**src/rtl/cacheline_arbiter.sv**
```systemverilog
// cacheline_arbiter: round-robin arbiter sharing one cacheline memory port
// between the I-cache and D-cache. The winning request is latched and held
// on the memory port until mem_resp, and the response goes back to the winner.
module cacheline_arbiter #(
    parameter int unsigned LINE_W = 256
) (
    input  logic              clk,
    input  logic              rst,

    input  logic [31:0]       i_dfp_addr,
    input  logic              i_dfp_read,
    input  logic              i_dfp_write,
    input  logic [LINE_W-1:0] i_dfp_wdata,
    output logic [LINE_W-1:0] i_dfp_rdata,
    output logic              i_dfp_resp,

    input  logic [31:0]       d_dfp_addr,
    input  logic              d_dfp_read,
    input  logic              d_dfp_write,
    input  logic [LINE_W-1:0] d_dfp_wdata,
    output logic [LINE_W-1:0] d_dfp_rdata,
    output logic              d_dfp_resp,

    output logic [31:0]       mem_addr,
    output logic              mem_read,
    output logic              mem_write,
    output logic [LINE_W-1:0] mem_wdata,
    input  logic [LINE_W-1:0] mem_rdata,
    input  logic              mem_resp
);

    localparam int unsigned ADDR_W   = 32;
    localparam int unsigned OFFSET_W = 5;

    // Clears the byte offset within a line; the full address is consumed so
    // every input bit has a defined use.
    localparam logic [ADDR_W-1:0] LINE_MASK =
        {{(ADDR_W - OFFSET_W){1'b1}}, {OFFSET_W{1'b0}}};

    localparam logic GRANT_I = 1'b0;
    localparam logic GRANT_D = 1'b1;

    typedef enum logic {
        s_idle = 1'b0,
        s_busy = 1'b1
    } state_e;

    state_e              state_q, state_d;
    logic                grant_q, grant_d;
    logic                last_grant_q, last_grant_d;
    logic [ADDR_W-1:0]   req_addr_q, req_addr_d;
    logic                req_read_q, req_read_d;
    logic                req_write_q, req_write_d;
    logic [LINE_W-1:0]   req_wdata_q, req_wdata_d;

    logic                i_pend;
    logic                d_pend;
    logic                winner;
    logic                i_resp_c;
    logic                d_resp_c;

    // Pending detection and round-robin winner selection.
    always_comb begin
        i_pend = i_dfp_read | i_dfp_write;
        d_pend = d_dfp_read | d_dfp_write;
        winner = GRANT_I;
        if (i_pend && d_pend) begin
            winner = ~last_grant_q;
        end else if (d_pend) begin
            winner = GRANT_D;
        end
    end

    // Next-state, request latching and response routing.
    always_comb begin
        state_d      = state_q;
        grant_d      = grant_q;
        last_grant_d = last_grant_q;
        req_addr_d   = req_addr_q;
        req_read_d   = req_read_q;
        req_write_d  = req_write_q;
        req_wdata_d  = req_wdata_q;
        i_resp_c     = 1'b0;
        d_resp_c     = 1'b0;

        unique case (state_q)
            s_idle: begin
                if (i_pend || d_pend) begin
                    grant_d      = winner;
                    last_grant_d = winner;
                    state_d      = s_busy;
                    // Write has priority when a cache raises both strobes.
                    if (winner == GRANT_D) begin
                        req_addr_d  = d_dfp_addr & LINE_MASK;
                        req_write_d = d_dfp_write;
                        req_read_d  = d_dfp_read & ~d_dfp_write;
                        req_wdata_d = d_dfp_wdata;
                    end else begin
                        req_addr_d  = i_dfp_addr & LINE_MASK;
                        req_write_d = i_dfp_write;
                        req_read_d  = i_dfp_read & ~i_dfp_write;
                        req_wdata_d = i_dfp_wdata;
                    end
                end
            end
            s_busy: begin
                if (mem_resp) begin
                    if (grant_q == GRANT_D) begin
                        d_resp_c = 1'b1;
                    end else begin
                        i_resp_c = 1'b1;
                    end
                    req_read_d  = 1'b0;
                    req_write_d = 1'b0;
                    state_d     = s_idle;
                end
            end
            default: begin
                state_d = s_idle;
            end
        endcase
    end

    // State and request registers with synchronous reset.
    always_ff @(posedge clk) begin
        if (rst) begin
            state_q      <= s_idle;
            grant_q      <= GRANT_I;
            last_grant_q <= GRANT_I;
            req_addr_q   <= '0;
            req_read_q   <= 1'b0;
            req_write_q  <= 1'b0;
            req_wdata_q  <= '0;
        end else begin
            state_q      <= state_d;
            grant_q      <= grant_d;
            last_grant_q <= last_grant_d;
            req_addr_q   <= req_addr_d;
            req_read_q   <= req_read_d;
            req_write_q  <= req_write_d;
            req_wdata_q  <= req_wdata_d;
        end
    end

    // Memory port comes straight from the latched request.
    assign mem_addr    = req_addr_q;
    assign mem_read    = req_read_q;
    assign mem_write   = req_write_q;
    assign mem_wdata   = req_wdata_q;

    // Completion and read data pass through in the mem_resp cycle.
    assign i_dfp_resp  = i_resp_c;
    assign d_dfp_resp  = d_resp_c;
    assign i_dfp_rdata = mem_rdata;
    assign d_dfp_rdata = mem_rdata;

endmodule

```
**config.mk**
```make
export PLATFORM = sky130hd
export DESIGN_NAME = cacheline_arbiter
export DESIGN_NICKNAME = d
export VERILOG_FILES = /design/src/rtl/cacheline_arbiter.sv
export SDC_FILE = /design/constraint.sdc
export NUM_CORES = 1
export LEC_CHECK = 0
export ABC_CLOCK_PERIOD_IN_PS = 3480
export BUFFER_PORTS_ARGS = -buffer_cell sky130_fd_sc_hd__buf_2
export CORE_AREA = 2 2 646 648
export CTS_BUF_LIST = sky130_fd_sc_hd__clkbuf_4
export DETAILED_ROUTE_END_ITERATION = 6
export DIE_AREA = 0 0 648 650
export PLACE_DENSITY = 0.3
export RECOVER_POWER = 25
export SLEW_MARGIN = 20
export SYNTH_ARGS = -nofsm -noshare
export SYNTH_HDL_FRONTEND = slang
export SYNTH_SLANG_ARGS = --single-unit
```
**constraint.sdc**
```tcl
create_clock -name clk -period 3.48 [get_ports clk]
set_clock_uncertainty 0.2 [all_clocks]
set_input_delay 0.696 -clock clk [delete_from_list [all_inputs] [get_ports clk]]
set_output_delay 0.696 -clock clk [all_outputs]
set_load 0.05 [all_outputs]
```
==> summary.md <==
| Metric | Value |
|---|---|
| Largest fanout on the critical path | `just over 40` |
| Proportion of synthesized chip area in sequential cells | `34.90%` |
| Final wirelength | `240.7 mm` |
| VDD IR-drop max | `a little over 200 uV` |
| Main combinational cell family by area after synthesis | `buffers and inverters` |
| HPWL after detailed placement | `about 210 mm` |
| Pin count of the biggest net entering global routing | `193` |
| GRT overflow | `0` |
| Required time at the worst-slack endpoint | `between 4 and 5 ns` |
| Area delta synth->final | `113.0%` |
| Post-synthesis instance area | `~0.016 mm^2` |
| Number of hold violations in the final report | `0` |
| Starting utilization of the core area | `between 3 and 4%` |
| Worst Path Class, Setup | `input pin to register` |
| Adder and majority cell fraction of the synthesized area | `0%` |
| Area of the die | `about 0.42 mm^2` |
| Xor-xnor portion of the synthesized cell area | `0%` |
| Clock transition time at the flip-flop clock pins of the worst setup and hold paths | `about 0.060 ns` |
| DRC violation total after the first TritonRoute iteration | `between 1k and 1.5k` |
| RD Place Congestion | `about 0.83` |
| CTS tree | `yes` |
| Final routed DRC violation total | `0` |
| Share of the clock period used by the worst path | `93.35%` |
| Arrival time of the worst setup path | `about 4.1 ns` |
| CP startpoint kind | `input pin` |
| Antenna violations before repair | `76` |
| Clock sink count | `287` |
| Simple-Gate Fraction of Synth Area | `around 20%` |
| Power density cells | `roughly 380 mW/mm^2` |
| Path category of the worst min-delay check | `input pin to register` |
| Fin crit period | `roughly 3.2 ns` |
| Proportion of synthesized area in mux cells | `less than 1%` |
| Commonest cells in the synthesized netlist | `nand2_1, buf_4, dfxtp_1, nor2_1, a311oi_1` |
| Via/cell ratio | `~2.4` |
| Io pins | `roughly 1.6k` |
| Slew at the pin closest to its max-slew limit | `just over 0.9 ns` |
| Die boundary height | `around 650 um` |
| Setup TNS | `0 ns` |
| Slew Limit Fails | `0` |
| Number of enable flip-flop cells after synthesis | `0` |
| Clock insertion delay at the later pin of the skew report | `around 1.2 ns` |
| Area share of the largest cell type after synthesis | `a little over a third` |
| Deepest level of the CTS H-tree | `3` |
| Synth warnings | `0` |
| CORE AREA | `roughly 0.41 mm^2` |
| MaxCap Viol Count | `0` |
| Crit end category | `register` |
| Vias in the first global route | `roughly 22k` |
| Setup repair after global routing missed its margin | `no` |
| Achievable clock frequency | `between 300 and 400 MHz` |
| Max clock buf depth | `4` |
| Cell accounting for the most synthesized area | `dfxtp_1` |
| Post-Place Cell Area | `between 0.02 and 0.025 mm^2` |
| Number of distinct library cells after synthesis | `30` |
| Number of iterations in the first detailed-routing pass | `6` |
| Worst hold slack after final layout | `0.2481 ns` |
| Placed cells | `7,855` |
| Master cell of the clock root buffer | `clkbuf_4` |
| DR vias | `approximately 22k` |
| Per-cell routed wire length | `26.52 um` |
| Post-route antenna net violation count | `0` |
| Complex-gate fraction of the synthesized area | `between 10% and 20%` |
| Layout net count | `between 4k and 5k` |
| Number of cells on the worst hold path | `4` |
| Final number of setup-violating endpoints | `0` |
| Number of cells in the finished layout apart from fillers | `around 9k` |
| Post-Syn Instances | `roughly 2.1k` |
| Syn_area_per_cell | `between 7 and 8 um^2` |
| Async S/R FF share, synth | `0%` |
| Fraction of final layout cells sized beyond drive strength 1 | `between 30% and 40%` |
| Static leakage | `roughly 0.014 uW` |
| Overall global routing resource usage | `between 10% and 20%` |
| Number of synthesized register bits | `roughly 290` |
| Synth Flop Type | `dfxtp_1` |
| Buffers on Ports | `859` |
| Global-route wire length before repair | `286.7 mm` |
| Run status | `complete, no violations` |
| Finished layout cell area | `around 0.035 mm^2` |
| Largest cells by area after synthesis | `dfxtp_1, buf_4, a311oi_1` |
| Cell with the most instances after synthesis | `nand2_1` |
| Number of cell instances on the worst register-to-register path | `8` |
| Rows | `between 200 and 250` |
| Number of CTS-inserted buffers | `104` |
| Horizontal die dimension | `648 um` |
| Number of buffers inserted by post-CTS setup repair | `0` |
| Max-slew headroom | `39.51%` |
cell type report:
class,count,area (um^2)
fill,48658,379800
timing repair buffer,1928,15120
tap,5497,6878
multi-input combinational,1162,6002
sequential,287,5746
clock buffer,150,1126
clock inverter,25,136.4
antenna,24,60.06
inverter,1,3.754
routing by layer:
metal | track usage, % | share of wire (%) | up-vias
met5 | 1.110 | 0.32 | -
met4 | 4.657 | 5.0 | 32
met3 | 10.54 | 21 | 424
met2 | 18.88 | 48 | 1687
met1 | 8.078 | 26 | 10142
li1 | - | - | 9428
cells by family (layout without fill, tap and decap cells):
| family | after synthesis | count (layout) |
|---|---|---|
| and+or+nand+nor | 864 | 864 |
| AOI/OAI and AO/OA | 291 | 291 |
| other | 1 | 29 |
| muxes | 2 | 2 |
| buffers and inverters | 676 | 2104 |
| DFF | 287 | 287 |
flip-flops by register name, summed over array words and instances (netlist names):
name / cells
mem_write: 1
state_q: 1
mem_wdata: 256
mem_read: 1
last_grant_q: 1
mem_addr: 27
critical path, stage by stage:
cell and delay [ns]:
dlygate4sd3_1 0.73, buf_2 0.26, o21ai_1 0.12, buf_4 0.15, and2_4 0.28, buf_12 0.24, buf_4 0.48, nand2_1 0.14
a311oi_1 0.30, dlygate4sd3_1 0.57
cell usage in the layout, fill, tap and decap left out, types with 2 or more instances in the layout:
master	synthesis	routed
dlygate4sd3_1	0	1020
buf_2	58	856
nand2_1	569	569
dfxtp_1	287	287
nor2_1	285	285
a311oi_1	263	263
clkbuf_4	0	150
buf_4	530	33
diode_2	0	24
a311oi_2	20	20
clkinv_1	0	19
buf_12	0	18
conb_1	1	5
a21oi_1	3	3
nor2b_1	2	2
clkinv_4	0	2
clkinv_2	0	2
power by group:
part	internal [uW]	leakage [uW]	total, uW	switching, uW
sequential	3630	0.00239	3850	221
combinational	1840	0.0110	5430	3590
clock	2020	0.000750	4040	2020
total	7490	0.0141	13300	5830
path summary, 6_finish.rpt:
check | endpoint | from | slack (ns)
setup / recovery | mem_addr[26] | i_dfp_write | 0.23
hold / removal | mem_wdata[82] | i_dfp_wdata[82] | 0.25
setup reg to reg | mem_addr[26] | last_grant_q | 0.42
hold reg to reg | mem_read | mem_read | 0.84
stage by stage:
step                      setup slack [ns]  power, uW  utilization, %
after floorplan                      1.200       7657               -
after global placement              0.4620       8346           5.672
after CTS                          0.02664      13840           8.439
final                               0.2315      13320           8.453
after global routing                0.1018      14250           8.450
after detailed placement            0.4438       8353           5.672
repair_timing:
item | in CTS | in global routing
hold buffers | 1020 | 0
hold endpoints to repair | 287 | 0
setup endpoints to repair | 2 | 0
gates resized for setup | 2 | 0
Power figures use the tool's default switching activity.
